`config.mk`:
```
export PLATFORM = sky130hd
export DESIGN_NAME = count_seq_decoder
export DESIGN_NICKNAME = d
export VERILOG_FILES = /design/src/rtl/count_seq_pkg.sv /design/src/rtl/count_seq_rom.sv /design/src/rtl/count_seq_decoder.sv
export SDC_FILE = /design/constraint.sdc
export NUM_CORES = 1
export LEC_CHECK = 0
export CAP_MARGIN = 5
export CORE_ASPECT_RATIO = 1.25
export CORE_MARGIN = 4
export CORE_UTILIZATION = 40
export CTS_CLUSTER_DIAMETER = 120
export CTS_CLUSTER_SIZE = 20
export DETAILED_ROUTE_END_ITERATION = 12
export GPL_ROUTABILITY_DRIVEN = 0
export SYNTH_ARGS = -nofsm -noshare
export SYNTH_HDL_FRONTEND = slang
export SYNTH_SLANG_ARGS = --single-unit
```
`constraint.sdc`:
```
create_clock -name clock -period 3.35 [get_ports clock]
set_input_delay 1.005 -clock clock [delete_from_list [all_inputs] [get_ports clock]]
set_output_delay 1.005 -clock clock [all_outputs]
set_load 0.05 [all_outputs]
```
`src/rtl/count_seq_pkg.sv`:
```
// Shared definitions for the 24-state sequence decoder: code tables and FSM encoding.
package count_seq_pkg;

   localparam int unsigned CODE_W  = 5;
   localparam int unsigned SEQ_LEN = 24;

   typedef enum logic [1:0] {StHunt, StVerify, StLocked} state_t;

   // Bit c set when code c belongs to the sequence; illegal: 18,20,21,22,25,26,27,29.
   localparam logic [31:0] LEGAL_MASK = 32'hD18B_FFFF;

   localparam logic [CODE_W-1:0] IDX_TAB [32] = '{
      5'd0,  5'd1,  5'd2,  5'd3,  5'd4,  5'd5,  5'd6,  5'd7,
      5'd8,  5'd9,  5'd10, 5'd11, 5'd12, 5'd13, 5'd14, 5'd15,
      5'd23, 5'd22, 5'd0,  5'd21, 5'd0,  5'd0,  5'd0,  5'd20,
      5'd16, 5'd0,  5'd0,  5'd0,  5'd17, 5'd0,  5'd18, 5'd19
   };

   localparam logic [CODE_W-1:0] NXT_TAB [32] = '{
      5'd1,  5'd2,  5'd3,  5'd4,  5'd5,  5'd6,  5'd7,  5'd8,
      5'd9,  5'd10, 5'd11, 5'd12, 5'd13, 5'd14, 5'd15, 5'd24,
      5'd0,  5'd16, 5'd0,  5'd17, 5'd0,  5'd0,  5'd0,  5'd19,
      5'd28, 5'd0,  5'd0,  5'd0,  5'd30, 5'd0,  5'd31, 5'd23
   };

   function automatic logic code_legal(input logic [CODE_W-1:0] code);
      return LEGAL_MASK[code];
   endfunction

   function automatic logic [CODE_W-1:0] code_idx(input logic [CODE_W-1:0] code);
      return IDX_TAB[code];
   endfunction

   function automatic logic [CODE_W-1:0] code_nxt(input logic [CODE_W-1:0] code);
      return NXT_TAB[code];
   endfunction

endpackage

```
`src/rtl/count_seq_rom.sv`:
```
// Combinational lookup: code -> legality, sequence index and successor code.
module count_seq_rom
   import count_seq_pkg::*;
(
   input  logic [CODE_W-1:0] code,
   output logic              legal,
   output logic [CODE_W-1:0] idx,
   output logic [CODE_W-1:0] nxt
);

   assign legal = code_legal(code);
   assign idx   = code_idx(code);
   assign nxt   = code_nxt(code);

endmodule

```
`src/rtl/count_seq_decoder.sv`:
```
// Lock-on decoder / checker for the 24-state count code with flywheel error tolerance.
// Define SEQ_ERR_COUNT_EN to build the saturating err_count register; otherwise it reads 0.
module count_seq_decoder
   import count_seq_pkg::*;
#(
   parameter int unsigned LOCK_COUNT  = 3,
   parameter int unsigned UNLOCK_ERRS = 2
) (
   input  logic              clock,
   input  logic              reset,
   input  logic [CODE_W-1:0] code,
   input  logic              code_valid,
   output logic              locked,
   output logic [CODE_W-1:0] index,
   output logic              wrap,
   output logic              err,
   output logic [7:0]        err_count
);

   localparam logic [2:0] LockCnt   = 3'(LOCK_COUNT);
   localparam logic [2:0] UnlockCnt = 3'(UNLOCK_ERRS);

   state_t            state_q, state_d;
   logic [CODE_W-1:0] prev_q, prev_d;
   logic [2:0]        run_q, run_d, miss_q, miss_d;
   logic [CODE_W-1:0] index_q, index_d;
   logic              locked_q, locked_d, wrap_q, wrap_d, err_q, err_d;

   logic              in_legal, prev_legal;
   logic [CODE_W-1:0] in_idx, in_nxt, prev_idx, prev_nxt;

   count_seq_rom u_rom_code (
      .code  (code),
      .legal (in_legal),
      .idx   (in_idx),
      .nxt   (in_nxt)
   );

   count_seq_rom u_rom_prev (
      .code  (prev_q),
      .legal (prev_legal),
      .idx   (prev_idx),
      .nxt   (prev_nxt)
   );

   logic unused_rom;
   assign unused_rom = ^{in_nxt, prev_legal};

   logic       good;
   logic [2:0] run_inc, miss_inc;
   assign good     = in_legal && (code == prev_nxt);
   assign run_inc  = run_q + 3'd1;
   assign miss_inc = miss_q + 3'd1;

   always_comb begin
      state_d  = state_q;
      prev_d   = prev_q;
      run_d    = run_q;
      miss_d   = miss_q;
      index_d  = index_q;
      locked_d = locked_q;
      wrap_d   = 1'b0;
      err_d    = 1'b0;
      if (code_valid) begin
         unique case (state_q)
            StHunt: begin
               if (in_legal) begin
                  prev_d  = code;
                  run_d   = 3'd0;
                  state_d = StVerify;
               end
            end
            StVerify: begin
               if (good) begin
                  prev_d = code;
                  run_d  = run_inc;
                  if (run_inc == LockCnt) begin
                     state_d  = StLocked;
                     locked_d = 1'b1;
                     index_d  = in_idx;
                     miss_d   = 3'd0;
                  end
               end else if (in_legal) begin
                  prev_d = code;
                  run_d  = 3'd0;
               end else begin
                  state_d = StHunt;
               end
            end
            StLocked: begin
               if (good) begin
                  prev_d  = code;
                  index_d = in_idx;
                  miss_d  = 3'd0;
                  wrap_d  = (in_idx == '0);
               end else begin
                  // Flywheel: step past the bad sample as if the expected code arrived.
                  err_d   = 1'b1;
                  prev_d  = prev_nxt;
                  index_d = code_idx(prev_nxt);
                  miss_d  = miss_inc;
                  wrap_d  = (prev_idx == 5'(SEQ_LEN - 1));
                  if (miss_inc == UnlockCnt) begin
                     state_d  = StHunt;
                     locked_d = 1'b0;
                     index_d  = '0;
                  end
               end
            end
            default: state_d = StHunt;
         endcase
      end
   end

   always_ff @(posedge clock) begin
      if (reset) begin
         state_q  <= StHunt;
         prev_q   <= '0;
         run_q    <= '0;
         miss_q   <= '0;
         index_q  <= '0;
         locked_q <= 1'b0;
         wrap_q   <= 1'b0;
         err_q    <= 1'b0;
      end else begin
         state_q  <= state_d;
         prev_q   <= prev_d;
         run_q    <= run_d;
         miss_q   <= miss_d;
         index_q  <= index_d;
         locked_q <= locked_d;
         wrap_q   <= wrap_d;
         err_q    <= err_d;
      end
   end

`ifdef SEQ_ERR_COUNT_EN
   logic [7:0] err_count_q;
   always_ff @(posedge clock) begin
      if (reset) begin
         err_count_q <= '0;
      end else if (err_d && (err_count_q != 8'hFF)) begin
         err_count_q <= err_count_q + 8'd1;
      end
   end
   assign err_count = err_count_q;
`else
   assign err_count = 8'd0;
`endif

   assign locked = locked_q;
   assign index  = index_q;
   assign wrap   = wrap_q;
   assign err    = err_q;

endmodule

```
==> flow_metrics.py, run 1 <==
metrics = {
    "status": {
        "status": "finished, final reports clean",
    },
    "drt": {
        "drt-pass1-iter-count": 4,
        "ant_nets": 0,
        "vias_per_cell": 5.26,
        "vias": 1741,
        "drt_iter0_drc": 98,
        "drt-total-wl_um": 4210,
        "route.detailed.drc": 0,
        "wl_per_cell_um": 12.7,
    },
    "cts": {
        "cts.clk_slew.worst_paths_ns": 0.08,
        "ctsHoldBuffers": 0,
        "cts-buffers-inserted": 3,
        "clockBufferDepth": 2,
        "clock_sink_count": 21,
        "post-cts-setup-buffers": 0,
        "cts_tree": "done",
        "cts_htree_levels": 1,
        "root_buffer": "clkbuf_8",
        "insertion_delay_ns": 0.26,
        "post_cts_resized": 0,
    },
    "logic_synthesis": {
        "ys_ff_latch": 21,
        "synth_flop_cell": "dfxtp_1",
        "syn_area_per_cell_um2": 7.60,
        "syn_area_um2": 1940,
        "synth-warning-count": 0,
        "synth_commonest_cells": "nand2_1, dfxtp_1, nor2_1",
        "synth_top_area_cell": "dfxtp_1",
        "yosys.cell_count.top_type": "nand2_1",
        "async_flop_share": 0,
        "ys_types": 59,
        "yosysTopAreaCellShare": 0.217,
        "synth_area_leaders": "dfxtp_1, ha_1, nand2_1, buf_4, nor2_1",
        "syn_inst": 255,
        "synth_seq_area_share": 0.217,
        "synth_edf_count": 0,
    },
    "setup_path": {
        "arrival_ns": 3.22,
        "crit_fanout": 9,
        "slowest_delay_ns": 0.55,
        "worstReg2RegEnd": "state_q[1]$_SDFFE_PP0P_",
        "r2r_cells": 9,
        "slowest_stage": "clkdlybuf4s50_1",
        "worst-setup-path-type": "in -> reg",
        "r2r_slack_ns": 0.63,
        "cp_cell_sequence": "clkdlybuf4s50_1 -> mux2i_1 -> mux2i_1 -> nand2b_1 -> buf_4 -> o21ai_0 -> nand2_1 -> o21a_1 -> or4_1 -> a21oi_1",
        "critPathRequiredTime_ns": 3.55,
        "cpMostUsedCell": "mux2i_1",
        "r2r_start": "prev_q[0]$_SDFFE_PP0P_",
        "cp-start-kind": "input pin",
        "crit_path_end_kind": "flip-flop",
    },
    "sta": {
        "finalCritPeriodShare": 0.902,
        "whs_ns": 0.477,
        "post-route-min-period_ns": 3.02,
        "maxSlewHeadroom": 0.625,
        "final_max_slew_viol_count": 0,
        "rsz0062_at_grt": "no",
        "finalSetupViolations": 0,
        "finalHoldViolCount": 0,
        "fin_ws_ns": 0.328,
        "finalClockSkew_ns": 0.00158,
        "worst_pin_slew_ns": 0.561,
        "max_freq_ghz": 0.331,
        "tns_ns": 0,
    },
    "floorplan": {
        "rows": 28,
        "die-area_um2": 6030,
        "fp.dieW_um": 70.2,
        "die_h_um": 85.8,
        "core_area_um2": 4730,
        "start_util": 0.410,
        "io_pins": 24,
    },
    "min_path": {
        "hold_start": "locked$_SDFFE_PP0P_",
        "min_path_type": "reg -> reg",
        "min_path_cells": 2,
        "min_to": "locked$_SDFFE_PP0P_",
    },
    "power_and_ir_drop": {
        "p_leak_nw": 0.820,
        "powerDensity_nw_per_um2": 293,
        "ir_drop_v": 0.000147,
    },
    "grt": {
        "grt_max_degree": 16,
        "grtUsageTotal": 0.145,
        "grt_pass1_vias": 1625,
        "grt_overflow": 0,
        "grt_antenna_before_repair": 0,
        "grt_pass1_wl_um": 7400,
    },
    "layout": {
        "antennaDiodeCount": 0,
        "postLayoutCoreUtil": 0.465,
        "area_growth_pct": 13.5,
        "fillCellCount": 503,
        "nNetsFinal": 292,
        "fin_cells": 331,
        "drive_gt1_frac": 0.125,
    },
    "placed_design": {
        "dp_cells": 327,
        "portBuffers": 15,
        "post-place-ws_ns": 0.0650,
        "hpwl_um": 3430,
    },
    "job": {
        "maxCapViolCount": 0,
    },
}
==> per-layer routing <==
layer  routed length [um]  part of all wire  global-route usage
met2                 2140              0.51               0.265
met4                   45             0.011              0.0331
met5                    0                 0                   0
met3                  121             0.029              0.0141
met1                 1900              0.45               0.183
==> layout make-up <==
class | instances | area [um2] | share of cell area
Inverter | 12 | 45.0 | 0.0205
Multi-Input combinational cell | 203 | 1340 | 0.610
Clock buffer | 3 | 41.3 | 0.0188
Timing Repair Buffer | 31 | 270 | 0.123
Sequential cell | 21 | 420 | 0.191
Clock inverter | 1 | 5.00 | 0.00228
Tap cell | 60 | 75.1 | 0.0341
==> report_power, final <==
group	switching, mW	internal (mW)	total (mW)
logic	0.126	0.0811	0.207
clock network	0.0855	0.0829	0.168
registers	0.0136	0.256	0.270
total	0.225	0.420	0.645
==> critical path: cells and delay by family <==
| kind | cells | cell delay (ns) |
|---|---|---|
| buffers and inverters | 2 | 0.74 |
| AO/OA/AOI/OAI | 3 | 0.45 |
| AND/OR/NAND/NOR | 3 | 0.72 |
| multiplexers | 2 | 0.30 |
==> through the flow <==
step / instance area [um2] / total power [mW]
after floorplan: 1960 / 0.443
after global placement: 2150 / 0.481
after detailed placement: 2150 / 0.481
after CTS: 2200 / 0.652
after global routing: 2200 / 0.687
final: 2200 / 0.645
==> state kept, by name (all words and copies together), names as in the netlist <==
| name | flops |
|---|---|
| err | 1 |
| wrap | 1 |
| run_q | 3 |
| miss_q | 3 |
| state_q | 2 |
| locked | 1 |
| prev_q | 5 |
| index | 5 |
==> worst max path at each step <==
stage | startpoint | end | slack, ns | cells after the start
after floorplan | code[3] | run_q[2]$_SDFFE_PP0P_ | 0.44 | 9
after global placement | code[3] | state_q[1]$_SDFFE_PP0P_ | 0.07 | 8
after detailed placement | code[3] | miss_q[2]$_SDFFE_PP0P_ | 0.06 | 9
after CTS | code[3] | state_q[1]$_SDFFE_PP0P_ | 0.33 | 10
after global routing | code[3] | state_q[1]$_SDFFE_PP0P_ | 0.12 | 10
final | code[3] | state_q[1]$_SDFFE_PP0P_ | 0.33 | 10
==> layout by cell type (no fill, tap or decap), drive strengths merged, types with 4 or more instances in the layout <==
cell type      instances
conb                   8
inv                   12
ha                    12
nand2b                12
o21ai                 15
a21oi                 12
nor2                  20
nand3                 10
mux2i                  4
clkdlybuf4s50         15
o21a                   4
nor2b                 10
nor3                  10
buf                   16
nand2                 25
dfxtp                 21
a311oi                 5
==> logic make-up (layout without fill, tap and decap cells) <==
kind of cell    count (synthesis)  after routing  share of synthesized area
mux                             6              6                     0.0342
xor+xnor                        5              5                     0.0226
fa+ha+maj                      12             12                     0.0775
simple gates                  111            111                      0.315
flops                          21             21                      0.217
compound gates                 61             61                      0.228
buf+inv                        38             47                      0.104
other cells                     1              8                    0.00194
Power figures use the tool's default switching activity.
==> run 2: changes to the inputs <==
CAP_MARGIN = unset   (was 5)
PLACE_DENSITY = 0.68   (was unset)
TNS_END_PERCENT = 1   (was unset)
==> run 2 against run 1 <==
Compared with the run above:
- utilization fell by 0.21 points
- global-route usage is 0.083 points lower
- die area unchanged
- critical path type unchanged
- worst hold slack improved by 0.0098 ns
- power down 0.13%
- largest power group unchanged
- sequential share of layout area up 0.087 points
- sequential cell count stayed put
- largest cell class unchanged
- clock power is essentially flat
- combinational power about the same
- critical path depth down 1
- clock-buffer cell count stayed put
==> flow_metrics.py, run 2 (synthesized netlist as in run 1, its figures left out) <==
metrics = {
    "status": {
        "status": "finished, final reports clean",
    },
    "cts": {
        "insertion_delay_ns": 0.26,
        "cts.clk_slew.worst_paths_ns": 0.08,
        "ctsHoldBuffers": 0,
        "clockBufferDepth": 2,
        "clock_sink_count": 21,
        "post-cts-setup-buffers": 0,
        "cts_htree_levels": 1,
        "cts-buffers-inserted": 3,
        "post_cts_resized": 0,
        "root_buffer": "clkbuf_8",
        "cts_tree": "done",
    },
    "floorplan": {
        "core_area_um2": 4730,
        "io_pins": 24,
        "fp.dieW_um": 70.2,
        "die_h_um": 85.8,
        "rows": 28,
        "start_util": 0.410,
        "die-area_um2": 6030,
    },
    "drt": {
        "route.detailed.drc": 0,
        "ant_nets": 0,
        "drt-total-wl_um": 4140,
        "vias_per_cell": 5.28,
        "drt_iter0_drc": 80,
        "wl_per_cell_um": 12.6,
        "drt-pass1-iter-count": 4,
        "vias": 1733,
    },
    "placed_design": {
        "hpwl_um": 3310,
        "post-place-ws_ns": 0.0358,
        "portBuffers": 15,
        "dp_cells": 324,
    },
    "power_and_ir_drop": {
        "p_clk_frac": 0.262,
        "sw_frac_of_total": 0.350,
        "power.internal_mw": 0.418,
        "p_switching_mw": 0.225,
        "p_leak_nw": 0.808,
        "comb_power_share": 0.319,
        "seqPwrFrac": 0.419,
        "ir_drop_v": 0.000138,
        "fin_total_pwr_mw": 0.644,
        "powerDensity_nw_per_um2": 294,
    },
    "layout": {
        "mostFrequentLayoutCells": "nand2_1, dfxtp_1, nor2_1",
        "drive_gt1_frac": 0.116,
        "regArea_um2": 420,
        "antennaDiodeCount": 0,
        "layout_commonest_cell": "nand2_1",
        "fillCellCount": 490,
        "fin_cells": 328,
        "area_growth_pct": 13.0,
        "nNetsFinal": 289,
        "multi_input_area_um2": 1340,
    },
    "setup_path": {
        "crit_path_end_kind": "flip-flop",
        "crit_fanout": 9,
        "r2r_cells": 9,
        "worstReg2RegEnd": "run_q[2]$_SDFFE_PP0P_",
        "arrival_ns": 3.24,
        "r2r_slack_ns": 0.52,
        "worst-setup-path-type": "in -> reg",
        "critPathRequiredTime_ns": 3.55,
        "cp-start-kind": "input pin",
        "r2r_start": "prev_q[1]$_SDFFE_PP0P_",
    },
    "sta": {
        "finalSetupViolations": 0,
        "fin_ws_ns": 0.307,
        "final_max_slew_viol_count": 0,
        "post-route-min-period_ns": 3.04,
        "maxSlewHeadroom": 0.628,
        "finalCritPeriodShare": 0.908,
        "finalClockSkew_ns": 0.00243,
        "max_freq_ghz": 0.329,
        "tns_ns": 0,
        "worst_pin_slew_ns": 0.557,
        "finalHoldViolCount": 0,
        "rsz0062_at_grt": "no",
    },
    "grt": {
        "grtUsageTotal": 0.144,
        "grt_pass1_vias": 1646,
        "grt_overflow": 0,
        "grt_max_degree": 18,
        "grt_pass1_wl_um": 7330,
        "grt_antenna_before_repair": 0,
    },
    "min_path": {
        "hold_start": "locked$_SDFFE_PP0P_",
        "min_path_type": "reg -> reg",
        "min_path_cells": 2,
        "min_to": "locked$_SDFFE_PP0P_",
    },
    "job": {
        "maxCapViolCount": 0,
    },
}
run 2: final cells by class:
type                       count  area share
clock inverter                 1     0.00229
multi-input combinational    203       0.613
sequential                    21       0.192
tap                           60      0.0343
timing repair buffer          28       0.119
inverter                      12      0.0206
clock buffer                   3      0.0189
run 2: power groups by stage:
stage	clock, mW	sequential (mW)	combinational, mW
global route	0.182	0.272	0.228
floorplan	0	0.268	0.174
CTS	0.175	0.270	0.205
finish	0.169	0.270	0.205
global placement	0	0.276	0.202
detailed placement	0	0.276	0.204
run 2: per-stage QoR:
step	cell area [um2]	util	hold WS, ns
final	2190	0.463	0.487
after global routing	2190	0.463	0.514
after CTS	2190	0.463	0.492
after detailed placement	2140	0.453	0.472
after global placement	2140	0.453	0.474
after floorplan	1960	-	0.464
run 2: worst max path at each step:
stage | start | end | slack, ns | cells past startpoint
floorplan | code[3] | run_q[2]$_SDFFE_PP0P_ | 0.44 | 9
global placement | code[3] | run_q[2]$_SDFFE_PP0P_ | 0.08 | 8
detailed placement | code[3] | run_q[2]$_SDFFE_PP0P_ | 0.04 | 9
CTS | code[3] | run_q[2]$_SDFFE_PP0P_ | 0.31 | 9
global route | code[3] | run_q[2]$_SDFFE_PP0P_ | 0.16 | 9
finish | code[3] | run_q[2]$_SDFFE_PP0P_ | 0.31 | 9
run 2: metal layers:
metal  share of wire  track usage
met3           0.023       0.0164
met2            0.49        0.263
met5               0            0
met1            0.45        0.165
met4           0.038       0.0697
run 2: critical path, cell delays in order:
cell             delay [ns]
clkdlybuf4s50_1        0.53
buf_4                  0.18
inv_1                  0.07
o21a_1                 0.13
nor4_4                 0.27
nand4_4                0.23
or2_0                  0.30
or3b_1                 0.38
a21oi_1                0.14
